$ cat src/rtl/if_stage_pkg.sv
// Shared widths, FSM encoding and bus layouts for the instruction-fetch stage.
package if_stage_pkg;

  localparam int unsigned PsToFsBusWd = 41;
  localparam int unsigned FsToDsBusWd = 73;

  typedef enum logic [1:0] {
    StEmpty = 2'd0,
    StWait  = 2'd1,
    StHold  = 2'd2,
    StExc   = 2'd3
  } fs_state_e;

  typedef struct packed {
    logic        s0_ex;
    logic        s0_refill_ex;
    logic [5:0]  ecode;
    logic        ps_ex;
    logic [31:0] pc;
  } ps_to_fs_t;

  function automatic logic [FsToDsBusWd-1:0] pack_fs_bus(input ps_to_fs_t ps,
                                                         input logic [31:0] inst);
    return {ps.s0_ex, ps.s0_refill_ex, ps.ecode, ps.ps_ex, inst, ps.pc};
  endfunction

endpackage

$ cat src/rtl/if_stage.sv
// IF stage: tracks one outstanding fetch, drops stale returns, and hands instructions or
// pre-IF exceptions to ID.
module if_stage
  import if_stage_pkg::*;
(
  input  logic                   clk,
  input  logic                   resetn,
  input  logic                   ps_to_fs_valid,
  input  logic [PsToFsBusWd-1:0] ps_to_fs_bus,
  output logic                   fs_allowin,
  input  logic                   data_ok,
  input  logic [31:0]            inst_sram_rdata,
  input  logic                   wrongPC_br,
  input  logic                   wrong_req_r,
  input  logic                   fs_flush,
  input  logic                   br_cancel,
  input  logic                   ds_allowin,
  output logic                   fs_to_ds_valid,
  output logic [FsToDsBusWd-1:0] fs_to_ds_bus
);

  fs_state_e   state_q, state_d;
  logic [1:0]  drop_cnt_q, drop_cnt_d;
  ps_to_fs_t   ps_bus_q;
  logic [31:0] inst_q;
  logic [31:0] inst_cur;

  logic kill;
  logic in_wait;
  logic data_stale;
  logic data_own;
  logic load;

  assign kill       = fs_flush | br_cancel;
  assign in_wait    = (state_q == StWait);
  assign data_stale = data_ok & (drop_cnt_q != 2'd0);
  assign data_own   = in_wait & data_ok & (drop_cnt_q == 2'd0) & ~wrongPC_br & ~wrong_req_r;

  assign fs_to_ds_valid = ((state_q == StHold) | (state_q == StExc) | data_own) & ~kill;
  assign fs_allowin     = ((state_q == StEmpty) | (fs_to_ds_valid & ds_allowin)) & ~kill;
  assign load           = ps_to_fs_valid & fs_allowin;

  always_comb begin
    inst_cur = inst_q;
    if (state_q == StExc) begin
      inst_cur = 32'h0;
    end else if (in_wait) begin
      inst_cur = inst_sram_rdata;
    end
  end

  assign fs_to_ds_bus = pack_fs_bus(ps_bus_q, inst_cur);

  always_comb begin
    state_d = state_q;
    if (kill) begin
      state_d = StEmpty;
    end else if (load) begin
      state_d = ps_to_fs_bus[32] ? StExc : StWait;
    end else if (fs_to_ds_valid & ds_allowin) begin
      state_d = StEmpty;
    end else if (data_own) begin
      state_d = StHold;
    end
  end

  // A kill in WAIT orphans the outstanding request unless its own word arrives now; a stale
  // return in the same cycle retires an older orphan, so the count nets out unchanged.
  always_comb begin
    drop_cnt_d = drop_cnt_q;
    if (in_wait & kill & ~data_own) begin
      if (!data_stale && drop_cnt_q != 2'd3) begin
        drop_cnt_d = drop_cnt_q + 2'd1;
      end
    end else if (data_stale) begin
      drop_cnt_d = drop_cnt_q - 2'd1;
    end
  end

  always_ff @(posedge clk or negedge resetn) begin
    if (!resetn) begin
      state_q    <= StEmpty;
      drop_cnt_q <= 2'd0;
      ps_bus_q   <= '0;
      inst_q     <= 32'h0;
    end else begin
      state_q    <= state_d;
      drop_cnt_q <= drop_cnt_d;
      if (load) begin
        ps_bus_q <= ps_to_fs_bus;
      end
      if (data_own) begin
        inst_q <= inst_sram_rdata;
      end
    end
  end

endmodule

$ cat config.mk
export PLATFORM = sky130hd
export DESIGN_NAME = if_stage
export DESIGN_NICKNAME = d
export VERILOG_FILES = /design/src/rtl/if_stage_pkg.sv /design/src/rtl/if_stage.sv
export SDC_FILE = /design/constraint.sdc
export NUM_CORES = 1
export LEC_CHECK = 0
export ABC_AREA = 1
export BUFFER_PORTS_ARGS = -buffer_cell sky130_fd_sc_hd__buf_2
export CORE_UTILIZATION = 45
export DETAILED_ROUTE_END_ITERATION = 8
export GPL_ROUTABILITY_DRIVEN = 0
export PLACE_DENSITY = 0.78
export REMOVE_ABC_BUFFERS = 1
export SLEW_MARGIN = 20
export SYNTH_ARGS = -nofsm -noshare
export SYNTH_HDL_FRONTEND = slang
export SYNTH_SLANG_ARGS = --single-unit
$ cat constraint.sdc
create_clock -name clk -period 3.9 [get_ports clk]
set_input_delay 0.78 -clock clk [delete_from_list [all_inputs] [get_ports clk]]
set_output_delay 0.78 -clock clk [all_outputs]
set_load 0.02 [all_outputs]
======== Word-level counts from Yosys, hierarchy flattened ========
Index checks and enable logic that the tools add are counted.
word-level totals
  register bits after elaboration ......... 77
  input port bits ......................... 82
  output and inout bits ................... 75
  word-level logic and storage cells ...... 52
operators by class
  $add $sub $neg .......................... 2
  equality and inequality tests ........... 5
  multiplexer cells ....................... 10
  bitwise operators ....................... 19
  reductions and logical operators ........ 8
operators with widths
  operator             number
  $mux 32              2
  $mux 2               8
  $and 1x1->1          11
  $eq 2x2->1 const B   2
  $logic_not 2->1      2
  $not 1->1            4
  $or 1x1->1           4
  $reduce_bool 2->1    2
  $reduce_bool 4->1    1
  $add 2x1->2 const B  1
  $eq 2x1->1 const B   1
  $ne 2x1->1 const B   1
  $ne 2x2->1 const B   1
  $reduce_and 2->1     1
  $sub 2x1->2 const B  1
  $logic_and 1x1->1    1
  $logic_not 1->1      1

======== Longest topological paths before layout ========
  depth in word-level cells ............... 13
  gate-level depth with buffers ........... 11
  mapped depth without buffers ............ 10

======== Worst setup path before layout ========
OpenSTA, ideal clock, no wires.
  path kind ............................... input -> output
  start point ............................. input port wrong_req_r
  end point ............................... output port fs_to_ds_valid
  arrival ................................. 1.719 ns
  required time ........................... 3.120 ns
  slack ................................... 1.401 ns
  stages on the path ...................... 6
  buffers on the path ..................... 1
  cells stage by stage .................... inv_1 > nand2_1 > nor2_1 > nand2_2 > buf_2 > a21boi_0
on the way
  word-level cells in the longest chain between the ends .. 4
RTL lines
  item                line            RTL
  start: declaration  if_stage.sv:14  input logic wrong_req_r,
  $not 1->1           if_stage.sv:37  assign data_own = in_wait & data_ok & (drop_cnt_q == 2'd0) & ~wrongPC_br & ~wrong_req_r;
  $and 1x1->1         if_stage.sv:37
  $or 1x1->1          if_stage.sv:39  assign fs_to_ds_valid = ((state_q == StHold) | (state_q == StExc) | data_own) & ~kill;
  $and 1x1->1         if_stage.sv:39
  end: declaration    if_stage.sv:18  output logic fs_to_ds_valid,
Every way passes these cells.

======== Worst setup path in the final report ========
  start point ............................. register state_q[1]
  end point ............................... output port fs_allowin
on the way
  word-level cells in the longest chain between the ends .. 10
  elaborated cells on any way between the ends .. 14
  classes of those cells .................. eq/ne (3); bitwise (10); reduce/logical (1)
RTL lines
  item                      line            RTL
  start: declaration        if_stage.sv:22  fs_state_e state_q, state_d;
  start signal: assignment  if_stage.sv:82  state_q <= StEmpty;
  start signal: assignment  if_stage.sv:87  state_q <= state_d;
  $eq 2x1->1                if_stage.sv:35  assign in_wait = (state_q == StWait);
  $and 1x1->1 (4 in a row)  if_stage.sv:37
  $or 1x1->1                if_stage.sv:39
  $and 1x1->1               if_stage.sv:39
  $and 1x1->1               if_stage.sv:40  assign fs_allowin = ((state_q == StEmpty) | (fs_to_ds_valid & ds_allowin)) & ~kill;
  $or 1x1->1 *              if_stage.sv:40
  $and 1x1->1 *             if_stage.sv:40
  end: declaration          if_stage.sv:10  output logic fs_allowin,
Every way passes the cells marked *; elsewhere a longest branch is shown, timed or not.

==> summary by stage <==
Run status
The flow ran to the end, and the final reports show no timing, DRC or antenna violations.

Synth
The number of flip-flops and latches in the synthesized netlist is 77. The area share of the largest cell type after synthesis is 55.9%. The average instance area after synthesis is 8.17 um^2. The sequential element share of the synthesized area is 55.9%. Synthesis instantiated 21 different standard cells from the library. During synthesis, Yosys emitted a total of 0 warnings. Of all cell types, the one taking the most synthesized area is sky130_fd_sc_hd__dfrtp_1. The post-synthesis instance total is 422. The post-synthesis cell area is 0.00345 mm^2. In the post-synthesis netlist, the biggest area contributors are sky130_fd_sc_hd__dfrtp_1 (56%), sky130_fd_sc_hd__nand2_1 (17%), sky130_fd_sc_hd__o21ai_0 (9.4%).

Clock network
The count of hold buffers inserted by post-cts repair is 0. The number of clock buffers inserted by TritonCTS is 9. The CTS root buffer is sky130_fd_sc_hd__clkbuf_8. The clock insertion delay at the later pin of the skew report is 0.35 ns. Clock-pin slew was measured on the worst setup and hold paths at 0.08 ns. The CTS tree is done. The number of cells upsized or downsized after cts is 0. Counting every sink on the clock net gives 77. The clock passes through at most 2 buffers. In this run the number of H-tree levels came out at 3. Post-CTS timing repair inserted 0 buffers for setup.

Layout
The top cell types in the final layout, fill and taps aside, are sky130_fd_sc_hd__nand2_1 (156), sky130_fd_sc_hd__buf_2 (155), sky130_fd_sc_hd__dfrtp_1 (77). The growth of design area from synthesis to finish is 29.2%. The share of final-layout standard cells stronger than drive strength 1 is 32.0%.

The final-stage net count is 648. The diode insertion count for antenna repair is 0. The leading cell type in the layout, fill and taps excluded is sky130_fd_sc_hd__nand2_1. The finished layout holds 670 standard cells, fillers aside.

GRT
The number of global-route vias before repair is 2979. Summed over all layers, the global routing overflow is 0. The global routing usage summed across all routing layers is 21.6%. The first global-routing pass estimated 13000 um of wire. Entering global routing, the biggest net connects 78 pins. The number of antenna violations at the first check in global routing came to 0.

STA
Between clock sinks in the finished design, the worst skew comes to 0.00666 ns. Once routing completed, OpenROAD measured the worst setup slack at 0.878 ns. The final-report hold violation count is 0.

The post-route setup TNS is 0 ns. Setup violations remaining at the end of the flow were counted as 0. Counting I/O delays and the setup requirement, the final critical path takes 3.02 ns. The max-slew violation total from the final report is 0. The share of the cycle needed by the critical path after routing is 77.5%. Setup repair after global routing left no endpoint under its margin.

For the pin with the worst max-slew slack, the measured transition is 0.942 ns. Timing would allow up to 0.331 GHz. The worst pin sits at a relative slew slack of 37.2%.

Critical path
The worst setup path is captured at an output port. Data on the critical path is required at its endpoint by 3.12 ns. For the worst setup path, the data arrival time is 2.24 ns. Along the worst path, the maximum fanout reaches 43.

The classification of the worst setup path is register to output port. The nature of the critical path startpoint is a register.

Place
Once placement completed, the tool counted placed cells totaling 654. The post-placement setup slack is 1.02 ns. Detailed placement finished with a half-perimeter wire length of 5580 um. The count of input and output buffers is 156.

Floorplan
The floorplan step defined a die boundary enclosing 0.00802 mm^2. Pin placement for this block handled 157 I/O pins. The floorplan has 31 rows. In this run the vertical extent of the chip is 89.6 um. The starting utilization of the core area is 47.1%.

The width of the die is 89.6 um. The area inside the core boundary is 0.00733 mm^2.

Pwr
The leakage power of the design is 2.61 nW. For this design the ratio of total power to cell area is 566 mW/mm^2. Across the VDD grid, the largest voltage drop is 0.253 mV.

Route
The count of unresolved DRC violations after routing is 0. The final wirelength is 8080 um. Dividing the detail-routed via count by the number of cells gives 4.83. The vias after detailed routing is 3239.

The average wire per standard cell is 12.1 um. The iteration-0 DRC count of the detailed router is 116. Once detail routing completed, the nets flagged for antenna violations numbered 0. The first TritonRoute pass finished after 5 iterations.

Flow run
The tool flagged a number of max-cap violations equal to 0.

Hold path
In this run the worst hold path is classified as register to register.
worst max-delay path, stage by stage (launching register included):
cell and delay, ns:
sky130_fd_sc_hd__dfrtp_1 0.37, sky130_fd_sc_hd__inv_2 0.08, sky130_fd_sc_hd__nand2_2 0.31, sky130_fd_sc_hd__nor2_2 0.20, sky130_fd_sc_hd__nand2_2 0.07, sky130_fd_sc_hd__nand2_1 0.10
sky130_fd_sc_hd__nand3_2 0.11, sky130_fd_sc_hd__nand2_4 0.37, sky130_fd_sc_hd__buf_2 0.25
where the power goes:
group | total, mW | leakage [nW] | switching, mW | internal (mW)
clock | 0.671 | 0.116 | 0.277 | 0.393
combinational | 0.773 | 1.51 | 0.505 | 0.268
sequential | 1.08 | 0.985 | 0.0971 | 0.985
total | 2.53 | 2.61 | 0.879 | 1.65
per-layer routing:
metal  vias up  wire, um  GRT usage (%)  part of all wire [%]
li1       1614         -              -                     -
met1      1458      3480           25.8                    43
met2       154      3660           35.3                    45
met3        13       812           8.13                    10
met4         0       130           8.80                   1.6
met5         -         0              0                     0
state kept, by name (all words and copies together) (netlist names):
signal / cells
fs_to_ds_bus: 41
inst_q: 32
drop_cnt_q: 2
state_q: 2
cells in the mapped netlist, drive strengths merged:
| library cell | number |
|---|---|
| a21oi | 3 |
| dfrtp | 77 |
| o21ai | 66 |
| nand3 | 43 |
| inv | 40 |
| a21boi | 1 |
| nand2 | 160 |
| or2 | 1 |
| o2111ai | 1 |
| clkbuf | 11 |
| buf | 15 |
| nor2 | 4 |
metrics by stage:
stage / total power [mW] / utilization, % / cell area, um^2 / hold slack (ns)
after CTS: 2.55 / 60.8 / 4460 / 0.473
final: 2.53 / 60.8 / 4460 / 0.468
after floorplan: 1.56 / - / 3300 / 0.453
after global routing: 2.70 / 60.8 / 4460 / 0.497
after global placement: 1.85 / 57.7 / 4230 / 0.449
after detailed placement: 1.88 / 57.7 / 4230 / 0.454
path summary, 6_finish.rpt:
kind | cells after the start | slack, ns | to | start
min in group asynchronous | 1 | 0.57 | inst_q[13] | resetn
max | 8 | 0.88 | fs_allowin | state_q[1]
min reg2reg | 2 | 0.47 | fs_to_ds_bus[17] | fs_to_ds_bus[17]
max reg2reg | 10 | 1.53 | fs_to_ds_bus[69] | state_q[1]
max in group asynchronous | 1 | 2.72 | inst_q[21] | resetn
min | 2 | 0.47 | fs_to_ds_bus[17] | fs_to_ds_bus[17]
kinds of logic after synthesis:
| group | Yosys count | synth area share [%] |
|---|---|---|
| AND/OR/NAND/NOR | 208 | 25.1 |
| flip-flops | 77 | 55.9 |
| AO/OA/AOI/OAI | 71 | 10.5 |
| buffers and inverters | 66 | 8.60 |
final cells by class:
class                   count  area, um^2
clock buffers              12         155
clock inverters             4        70.1
fillers                   649        2870
inverters                  40         150
multi-input cells         279        1230
flip-flops and latches     77        1930
well taps                  99         124
repair buffers            159         806
No activity file was read; power rests on OpenSTA's default activity.
